**src/rtl/muldiv_seq.sv**
```systemverilog
// muldiv_seq - iterative MIPS32 multiply/divide unit with the HI/LO registers.
//
// MULT/MULTU use shift-add, DIV/DIVU use restoring division. Both run on one
// shared (WIDTH+1)-bit add/sub datapath, one iteration per clock. Operands are
// reduced to magnitudes on accept; the sign is restored in the FIX state.
//
// Ports
//   clk_i     rising-edge clock
//   reset_i   synchronous, active-high, highest priority
//   start_i   request a new operation (accepted only in IDLE)
//   op_i      00 MULT, 01 MULTU, 10 DIV, 11 DIVU (sampled with start_i)
//   a_i       rs operand: multiplicand / dividend
//   b_i       rt operand: multiplier / divisor
//   flush_i   abort an in-flight operation
//   hi_we_i   MTHI write strobe (ignored while busy)
//   lo_we_i   MTLO write strobe (ignored while busy)
//   wdata_i   MTHI/MTLO data
//   hi_o      HI register (product upper half / remainder)
//   lo_o      LO register (product lower half / quotient)
//   busy_o    stall request, high in CALC and FIX
//   done_o    one-cycle pulse when HI/LO have just been updated
module muldiv_seq #(
   parameter int WIDTH = 32
) (
   input  logic             clk_i,
   input  logic             reset_i,
   input  logic             start_i,
   input  logic [1:0]       op_i,
   input  logic [WIDTH-1:0] a_i,
   input  logic [WIDTH-1:0] b_i,
   input  logic             flush_i,
   input  logic             hi_we_i,
   input  logic             lo_we_i,
   input  logic [WIDTH-1:0] wdata_i,
   output logic [WIDTH-1:0] hi_o,
   output logic [WIDTH-1:0] lo_o,
   output logic             busy_o,
   output logic             done_o
);

   localparam int CW = (WIDTH > 1) ? $clog2(WIDTH) : 1;
   localparam logic [CW-1:0] LAST = CW'(WIDTH - 1);

   typedef enum logic [1:0] {
      S_IDLE,
      S_CALC,
      S_FIX,
      S_DONE
   } state_t;

   state_t            state_q;
   logic [CW-1:0]     cnt_q;
   logic [WIDTH-1:0]  hi_q, lo_q;
   logic              busy_q, done_q;

   // Operation context captured on accept.
   logic              is_div_q;   // op[1]
   logic              is_sgn_q;   // MULT or DIV
   logic              sa_q, sb_q; // original operand signs
   logic [WIDTH-1:0]  opnd_q;     // |multiplicand| or |divisor|

   // Working accumulator, 2*WIDTH+1 bits.
   //   multiply: acc[2W:W] partial product, acc[W-1:0] multiplier shifting out
   //   divide:   acc[2W-1:W] remainder, acc[W-1:0] dividend shifting out /
   //             quotient shifting in; acc[2W] stays zero
   logic [2*WIDTH:0]  acc_q;

   // ------------------------------------------------------------------
   // Operand magnitudes for accept. Only the signed ops (op[0]==0) take
   // |x|; the most negative value maps onto itself, which is the correct
   // unsigned magnitude.
   // ------------------------------------------------------------------
   logic [WIDTH-1:0] abs_a, abs_b;

   always_comb begin
      abs_a = a_i;
      abs_b = b_i;
      if (!op_i[0] && a_i[WIDTH-1]) abs_a = -a_i;
      if (!op_i[0] && b_i[WIDTH-1]) abs_b = -b_i;
   end

   // ------------------------------------------------------------------
   // Shared add/sub and one iteration step.
   // ------------------------------------------------------------------
   logic [WIDTH:0]   cand;     // divide: {rem, next dividend bit}
   logic [WIDTH:0]   add_a, add_b, add_res;
   logic [WIDTH:0]   mul_sum;
   logic [2*WIDTH:0] acc_step;

   always_comb begin
      cand    = {acc_q[2*WIDTH-1:WIDTH], acc_q[WIDTH-1]};
      add_a   = is_div_q ? cand : acc_q[2*WIDTH:WIDTH];
      add_b   = {1'b0, opnd_q};
      add_res = is_div_q ? (add_a - add_b) : (add_a + add_b);
      mul_sum = acc_q[0] ? add_res : acc_q[2*WIDTH:WIDTH];

      if (is_div_q) begin
         // The remainder is always below the divisor, so the shifted
         // candidate is below 2*divisor and the trial result's top bit
         // is a reliable borrow flag.
         if (!add_res[WIDTH])
            acc_step = {1'b0, add_res[WIDTH-1:0], acc_q[WIDTH-2:0], 1'b1};
         else
            acc_step = {1'b0, cand[WIDTH-1:0], acc_q[WIDTH-2:0], 1'b0};
      end else begin
         acc_step = {1'b0, mul_sum, acc_q[WIDTH-1:1]};
      end
   end

   // ------------------------------------------------------------------
   // Sign correction evaluated in FIX.
   // ------------------------------------------------------------------
   logic                 neg_res;
   logic [2*WIDTH-1:0]   prod, prod_fix;
   logic [WIDTH-1:0]     quo, rem;
   logic [WIDTH-1:0]     fix_hi, fix_lo;

   always_comb begin
      neg_res  = is_sgn_q & (sa_q ^ sb_q);
      prod     = acc_q[2*WIDTH-1:0];
      prod_fix = neg_res ? -prod : prod;
      quo      = acc_q[WIDTH-1:0];
      rem      = acc_q[2*WIDTH-1:WIDTH];

      if (is_div_q) begin
         // Remainder follows the dividend sign. For a zero divisor the
         // remainder holds |a|, so this also returns the original a.
         fix_hi = (is_sgn_q && sa_q) ? -rem : rem;
         if (opnd_q == '0)
            fix_lo = '1;
         else
            fix_lo = neg_res ? -quo : quo;
      end else begin
         fix_hi = prod_fix[2*WIDTH-1:WIDTH];
         fix_lo = prod_fix[WIDTH-1:0];
      end
   end

   // ------------------------------------------------------------------
   // Control FSM, HI/LO and registered status outputs.
   // ------------------------------------------------------------------
   always_ff @(posedge clk_i) begin
      if (reset_i) begin
         state_q  <= S_IDLE;
         cnt_q    <= '0;
         hi_q     <= '0;
         lo_q     <= '0;
         busy_q   <= 1'b0;
         done_q   <= 1'b0;
         is_div_q <= 1'b0;
         is_sgn_q <= 1'b0;
         sa_q     <= 1'b0;
         sb_q     <= 1'b0;
         opnd_q   <= '0;
         acc_q    <= '0;
      end else begin
         done_q <= 1'b0;

         // MTHI/MTLO land whenever no operation is in flight, including
         // the cycle a new start is accepted (FIX overwrites them later).
         if (!busy_q) begin
            if (hi_we_i) hi_q <= wdata_i;
            if (lo_we_i) lo_q <= wdata_i;
         end

         case (state_q)
            S_IDLE: begin
               // flush beats a simultaneous start
               if (start_i && !flush_i) begin
                  is_div_q <= op_i[1];
                  is_sgn_q <= ~op_i[0];
                  sa_q     <= a_i[WIDTH-1];
                  sb_q     <= b_i[WIDTH-1];
                  opnd_q   <= op_i[1] ? abs_b : abs_a;
                  acc_q    <= {{(WIDTH+1){1'b0}}, (op_i[1] ? abs_a : abs_b)};
                  cnt_q    <= '0;
                  busy_q   <= 1'b1;
                  state_q  <= S_CALC;
               end
            end

            S_CALC: begin
               if (flush_i) begin
                  cnt_q   <= '0;
                  busy_q  <= 1'b0;
                  state_q <= S_IDLE;
               end else begin
                  acc_q <= acc_step;
                  if (cnt_q == LAST) begin
                     cnt_q   <= '0;
                     state_q <= S_FIX;
                  end else begin
                     cnt_q <= cnt_q + CW'(1);
                  end
               end
            end

            S_FIX: begin
               busy_q <= 1'b0;
               if (flush_i) begin
                  state_q <= S_IDLE;
               end else begin
                  hi_q    <= fix_hi;
                  lo_q    <= fix_lo;
                  done_q  <= 1'b1;
                  state_q <= S_DONE;
               end
            end

            S_DONE: begin
               // start here is deliberately dropped; no queueing
               state_q <= S_IDLE;
            end

            default: begin
               busy_q  <= 1'b0;
               state_q <= S_IDLE;
            end
         endcase
      end
   end

   assign hi_o   = hi_q;
   assign lo_o   = lo_q;
   assign busy_o = busy_q;
   assign done_o = done_q;

endmodule
```
**config.mk**
```make
export PLATFORM = sky130hd
export DESIGN_NAME = muldiv_seq
export DESIGN_NICKNAME = d
export VERILOG_FILES = /design/src/rtl/muldiv_seq.sv
export SDC_FILE = /design/constraint.sdc
export NUM_CORES = 1
export LEC_CHECK = 0
export BUFFER_PORTS_ARGS = -buffer_cell sky130_fd_sc_hd__buf_2
export CORE_MARGIN = 2
export CORE_UTILIZATION = 50
export DETAILED_ROUTE_END_ITERATION = 10
export GPL_ROUTABILITY_DRIVEN = 0
export PLACE_DENSITY = 0.73
export SETUP_SLACK_MARGIN = 0.1
export SLEW_MARGIN = 20
export SYNTH_ARGS = -nofsm -noshare
export SYNTH_HDL_FRONTEND = slang
export SYNTH_SLANG_ARGS = --single-unit
```
**constraint.sdc**
```tcl
create_clock -name clk_i -period 4.3 [get_ports clk_i]
set_input_delay 0.215 -clock clk_i [delete_from_list [all_inputs] [get_ports clk_i]]
set_output_delay 0.215 -clock clk_i [all_outputs]
set_load 0.01 [all_outputs]
```
Word-level counts from Yosys, hierarchy flattened
Cells that the tools add are included.
Cells by class
  bitwise logic cells: 4
  shift-type cells: 0
  add/subtract/negate cells: 8
  div/mod/pow operators: 0
  $mul: 0
  order comparisons: 0
  multiplexer cells: 39
  reduce and logical (&&, ||, !) cells: 16
  equal/unequal tests: 8
Operator list (count)
  32-bit two-way mux: 17
  65-bit two-way mux: 3
  65-bit one-hot mux with 2 select lines: 1
  64-bit two-way mux: 2
  32-bit negator: 4
  33-bit two-way mux: 3
  64-bit negator: 1
  33-bit by 32-bit adder with 33-bit output: 1
  33-bit by 32-bit subtractor with 33-bit output: 1
  32-bit zero test: 1
  5-bit two-way mux: 3
  5-bit one-hot mux with 2 select lines: 1
  2-bit two-way mux: 4
  2-bit one-hot mux with 4 select lines: 1
  2-bit inequality test, second input constant: 3
  2-bit AND reduction: 3
  3-bit AND reduction: 2
  5-bit by 1-bit adder with 5-bit output, second input constant: 1
  5-bit == test, second input constant: 1
  2-bit == test, second input constant: 2
  1-bit logical AND: 4
  1-bit two-way mux: 3
  3-bit inequality test, second input constant: 1
  1-bit one-hot mux with 3 select lines: 1
  other kinds (9): 11
Storage, ports and cells
  bits in latches: 0
  logic and storage cells: 87
  bits of input ports: 104
  memory bits (writable): 0
  memories kept: 0
  bits in read-only memories: 0
  bits in registers: 174
  output and inout port bits: 66

Longest topological paths before layout
  word-level depth: 7
  gate-level depth with buffers: 20
  mapped depth without buffers: 17

Worst setup path before layout
OpenSTA, ideal clock, no wires.
  kind: reg-to-reg
  start point: register is_div_q
  end point: register acc_q[61]
  arrival: 4220 ps
  stages on the path, launching flop included: 17
  setup time: 119 ps
  required time: 4181 ps
  clock period less this slack: 4339 ps
  path buffers: 5
  setup slack: -39 ps
  path through: dfxtp_1 -> clkbuf_1 -> clkbuf_1 -> clkbuf_1 -> buf_1 -> mux2_2 -> ha_1 -> clkbuf_1 -> a21o_1 -> a211oi_1 -> o21ai_0 -> a31o_2 -> a221o_1 -> a31oi_1 -> xnor2_1 -> mux2_2 -> a2bb2oi_1
On the way
  word-level cells in the longest chain between the ends: 7
  elaborated cells on any way between the ends: 9
  classes of those cells: 2 x add/sub; 7 x mux
Ends and longest elaborated chain
  from (decl): RTL line 57  | logic is_div_q;
  from (signal assigned): RTL line 170  | is_div_q <= op_i[1];
  33-bit two-way mux: RTL line 92  | add_a = is_div_q ? cand : acc_q[2*WIDTH:WIDTH];
  33-bit by 32-bit adder with 33-bit output or 33-bit by 32-bit subtractor with 33-bit output (tied branches): RTL line 94  | add_res = is_div_q ? (add_a - add_b) : (add_a + add_b);
  33-bit two-way mux: RTL line 94
  33-bit two-way mux or 64-bit two-way mux (tied branches): RTL line 95, 101
  65-bit two-way mux *: RTL line 97  | if (is_div_q) begin
  65-bit two-way mux *: RTL line 183  | if (flush_i) begin
  65-bit one-hot mux with 2 select lines *: RTL line 166  | case (state_q)
  to (signal assigned): RTL line 175  | acc_q <= {{(WIDTH+1){1'b0}}, (op_i[1] ? abs_a : abs_b)};
  to (signal assigned): RTL line 188  | acc_q <= acc_step;
  to (decl): RTL line 66  | logic [2*WIDTH:0] acc_q;
Mark *: on every way between the ends. The rest lies on a longest branch, timed or not. The select of a mux whose other input is x is not followed.
A chain may end at the register's enable or synchronous reset.

Worst setup path after layout
  start point: register opnd_q[0]
  end point: register acc_q[61]
On the way
  word-level cells in the longest chain between the ends: 6
  elaborated cells on any way between the ends: 8
  classes of those cells: 2 x add/sub; 6 x mux
Ends and longest elaborated chain
  from (decl): RTL line 60  | logic [WIDTH-1:0] opnd_q;
  from (signal assigned): RTL line 174  | opnd_q <= op_i[1] ? abs_b : abs_a;
  33-bit by 32-bit adder with 33-bit output or 33-bit by 32-bit subtractor with 33-bit output (tied branches): RTL line 94
  33-bit two-way mux *: RTL line 94
  33-bit two-way mux or 64-bit two-way mux (tied branches): RTL line 95, 101
  65-bit two-way mux *: RTL line 97
  65-bit two-way mux *: RTL line 183
  65-bit one-hot mux with 2 select lines *: RTL line 166
Marks and branches as above.

==> out/metrics.cfg <==
[outcome]
status = finished, violations left
violations = setup timing

[floorplan]
die_y_microns = 176
initial_utilization_pct = 51.1
die_w_microns = 176
boundaryPins = 170
core-area_sq_um = 28900
die_area_sq_um = 30900
rows = 62

[placed_design]
placed_area_sq_um = 16300
portBuffers = 169
hpwl_mm = 37.5

[yosys]
synth_edf_count = 0
yosys-top-cells-count = nor2_1 (226), dfxtp_1 (173), a21oi_1 (157)
ys_types = 73
async_flop_share_pct = 0
yosysWarnings = 0
yosysTopAreaCellShare_pct = 23.5
ys_top_cells_by_area = dfxtp_1 (23%), mux2i_1 (8.1%), xnor2_1 (6.1%), nor2_1 (5.7%), a21oi_1 (5.3%)
ys_ff_latch = 173
ys_seq_area_share_pct = 23.5
synth_top_family_by_area = compound AO/OA/AOI/OAI gates
synth_area_per_cell_sq_um = 7.63
yosysMostFrequentCell = nor2_1
synthXorXnorAreaFrac_pct = 10.6
syn_inst = 1933
synth_fa_ha_area_share_pct = 3.87
synth_simple_gate_area_share_pct = 20.0
syn_area_sq_um = 14800
synth_compound_area_share_pct = 24.0
synth_ff_type = dfxtp_1
synth_nets = 2082
synth_mux_area_share_pct = 13.1
synth_area_leader_cell = dfxtp_1

[clock_tree]
cts_made_buffers = 17
postCtsHoldBufs = 0
clock-root-buffer = clkbuf_16
cts_sinks = 173
cts_tree = yes
clockBufferDepth = 2
h-tree-depth = 4
clk_pin_slew_ns = 0.08
clk_latency_ns = 0.46

[setup_path]
reg2reg_slack_ns = -0.02
cpPeakStageDelay_ns = 0.54
path_buf_inv = 4
critPathCaptureType = flip-flop
path_cells = inv_2 > ha_4 > or3b_4 > or4_4 > buf_6 > nor4b_4 > nor2_1 > xnor2_1 > ha_1 > nand4_1 > nand2b_4 > a211oi_2 > nor3_2 > buf_4 > buf_4 > o21ai_1 > a21oi_1 > xnor2_1 > mux2_4 > a2bb2oi_2
startpoint_type = flip-flop
critPathArrivalTime_ns = 4.66
cp_slowest_cell = or4_4
critPathKind = flip-flop to flip-flop
worst_path_dominant_cell_family = simple AND/OR/NAND/NOR gates
r2r.worst_path.cells = 20
path_max_fanout = 4
cp.required_ns = 4.64
worstReg2RegEnd = acc_q[61]
timing.rr.start = opnd_q[0]

[global_route]
grt_pass1_wl_mm = 77.1
grt_antenna_before_repair = 0
gr-usage-all-layers_pct = 31.1
grt_max_degree = 79
overflow = 0
grt_pass1_vias = 14183

[timing]
finalCritPeriodShare_pct = 101
fmax_ghz = 0.231
tns_ns = -0.0237
hold_viol = 0
setup_viol = 1
rsz0062_at_grt = true
clock_skew_ns = 0.0161
setup_ws_ns = -0.0237
drv_slew = 0
worstMarginPinSlew_ns = 1.04
period_minus_slack_ns = 4.32
holdWs_ns = 0.0353
slew_headroom_pct = 30.9

[power]
power.internal_mw = 3.62
ir_worst_vdd_mv = 0.301
combPwrFrac_pct = 41.6
power_frac_seq_pct = 31.3
clock_power_share_pct = 27.2
power.density_nw_per_um2 = 344
leakage_nw = 7.29
p_switching_mw = 2.35
power.total_mw = 5.97
swShare_pct = 39.4

[layout]
fin_area_sq_um = 17300
multi_input_area_sq_um = 11000
antenna_cells = 0
drive_gt1_share_pct = 22.8
seq_area_sq_um = 3470
fillers = 2593
syn2layout_area_growth_pct = 17.5
nets = 2221
fin_util_pct = 60.1

[run]
max_cap_viol_count = 0

[worst_hold_path]
min_from = a_i[31]
min_path_cells = 3
whs_endpoint = sa_q
hold_class = primary input to flip-flop

[detailed_routing]
wl_per_cell_microns = 20.1
vias = 15701
finalWirelength_mm = 49.7
viasPerCell = 6.36
first_pass_iters = 6
ant_nets = 0
drc = 0
drt_iter0_drc = 1838

## metal layers
layer	vias to the layer above	track usage, %	routed length [microns]
met5	-	0	0
met4	0	12.3	1850
met3	127	4.29	4530
met2	920	49.0	22300
met1	7306	43.0	21100
li1	7348	-	-
## per-stage QoR
step	worst slack, ns	std cells
final	-0.0237	2469
after global routing	-0.192	2469
after CTS	0.0268	2465
after detailed placement	-0.226	2424
after global placement	-0.120	2424
after floorplan	0.104	1933
## what timing repair did
action / CTS / global route
endpoints found under the setup margin: 33 / 33
buffers inserted: 9 / 4
pin swaps: 12 / 20
resized for setup: 27 / 52
## sequential cells by signal (all words and copies together) (netlist names)
register	flops
opnd_q	32
is_div_q	1
is_sgn_q	1
busy_o	1
sb_q	1
cnt_q	5
state_q	2
lo_o	32
done_o	1
hi_o	32
sa_q	1
acc_q	64
## worst register-to-register path: stages (launching register included)
cell and delay [ns]:
dfxtp_2 0.33, inv_2 0.06, ha_4 0.12, or3b_4 0.37
or4_4 0.54, buf_6 0.16, nor4b_4 0.25, nor2_1 0.08
xnor2_1 0.13, ha_1 0.32, nand4_1 0.14, nand2b_4 0.18
a211oi_2 0.16, nor3_2 0.09, buf_4 0.16, buf_4 0.12
o21ai_1 0.17, a21oi_1 0.12, xnor2_1 0.25, mux2_4 0.33
a2bb2oi_2 0.13
## power groups by stage
stage                     clock network, mW  registers [mW]  logic, mW
after global routing                   1.70            1.88       2.67
after floorplan                           0            1.86       1.59
after CTS                              1.62            1.86       2.35
final                                  1.62            1.87       2.48
after detailed placement                  0            1.90       2.28
after global placement                    0            1.89       2.24
## final cells by class
class	instances	area share [%]
Tap cell	384	2.77
Multi-Input combinational cell	1572	63.2
Sequential cell	173	20.0
Inverter	28	0.606
Timing Repair Buffer	280	9.93
Clock buffer	18	2.53
Clock inverter	14	0.952
## worst max-delay path by stage
stage                         start        end  slack, ns  depth (start not counted)
after floorplan           opnd_q[0]  acc_q[62]       0.10                         18
final                     opnd_q[0]  acc_q[61]      -0.02                         20
after CTS                 opnd_q[4]  acc_q[62]       0.03                         16
after detailed placement  opnd_q[0]  acc_q[62]      -0.23                         18
after global placement    opnd_q[0]  acc_q[62]      -0.12                         18
after global routing      opnd_q[0]  acc_q[45]      -0.19                         19
## kinds of logic after synthesis
logic type / Yosys count
buffers and inverters: 188
adders and majority gates: 45
xor gates and xnor gates: 178
AOI/OAI and AO/OA: 534
and+or+nand+nor: 630
DFF: 173
muxes: 185
## layout by cell type (no fill, tap or decap), types with 17 or more instances in the layout
master	count
nor2_1	221
nand3_1	25
mux2i_1	118
a221oi_1	33
ha_1	41
a211oi_1	81
buf_2	168
buf_4	106
o31ai_1	17
a21oi_1	147
dfxtp_1	170
o211ai_1	23
mux2_2	64
a21o_1	17
nor4_1	22
inv_1	25
nor3_1	60
or3_1	21
clkbuf_16	17
xor2_1	72
nand2b_1	19
o21ai_0	75
nand2_1	151
xnor2_1	100
Power figures use the tool's default switching activity.
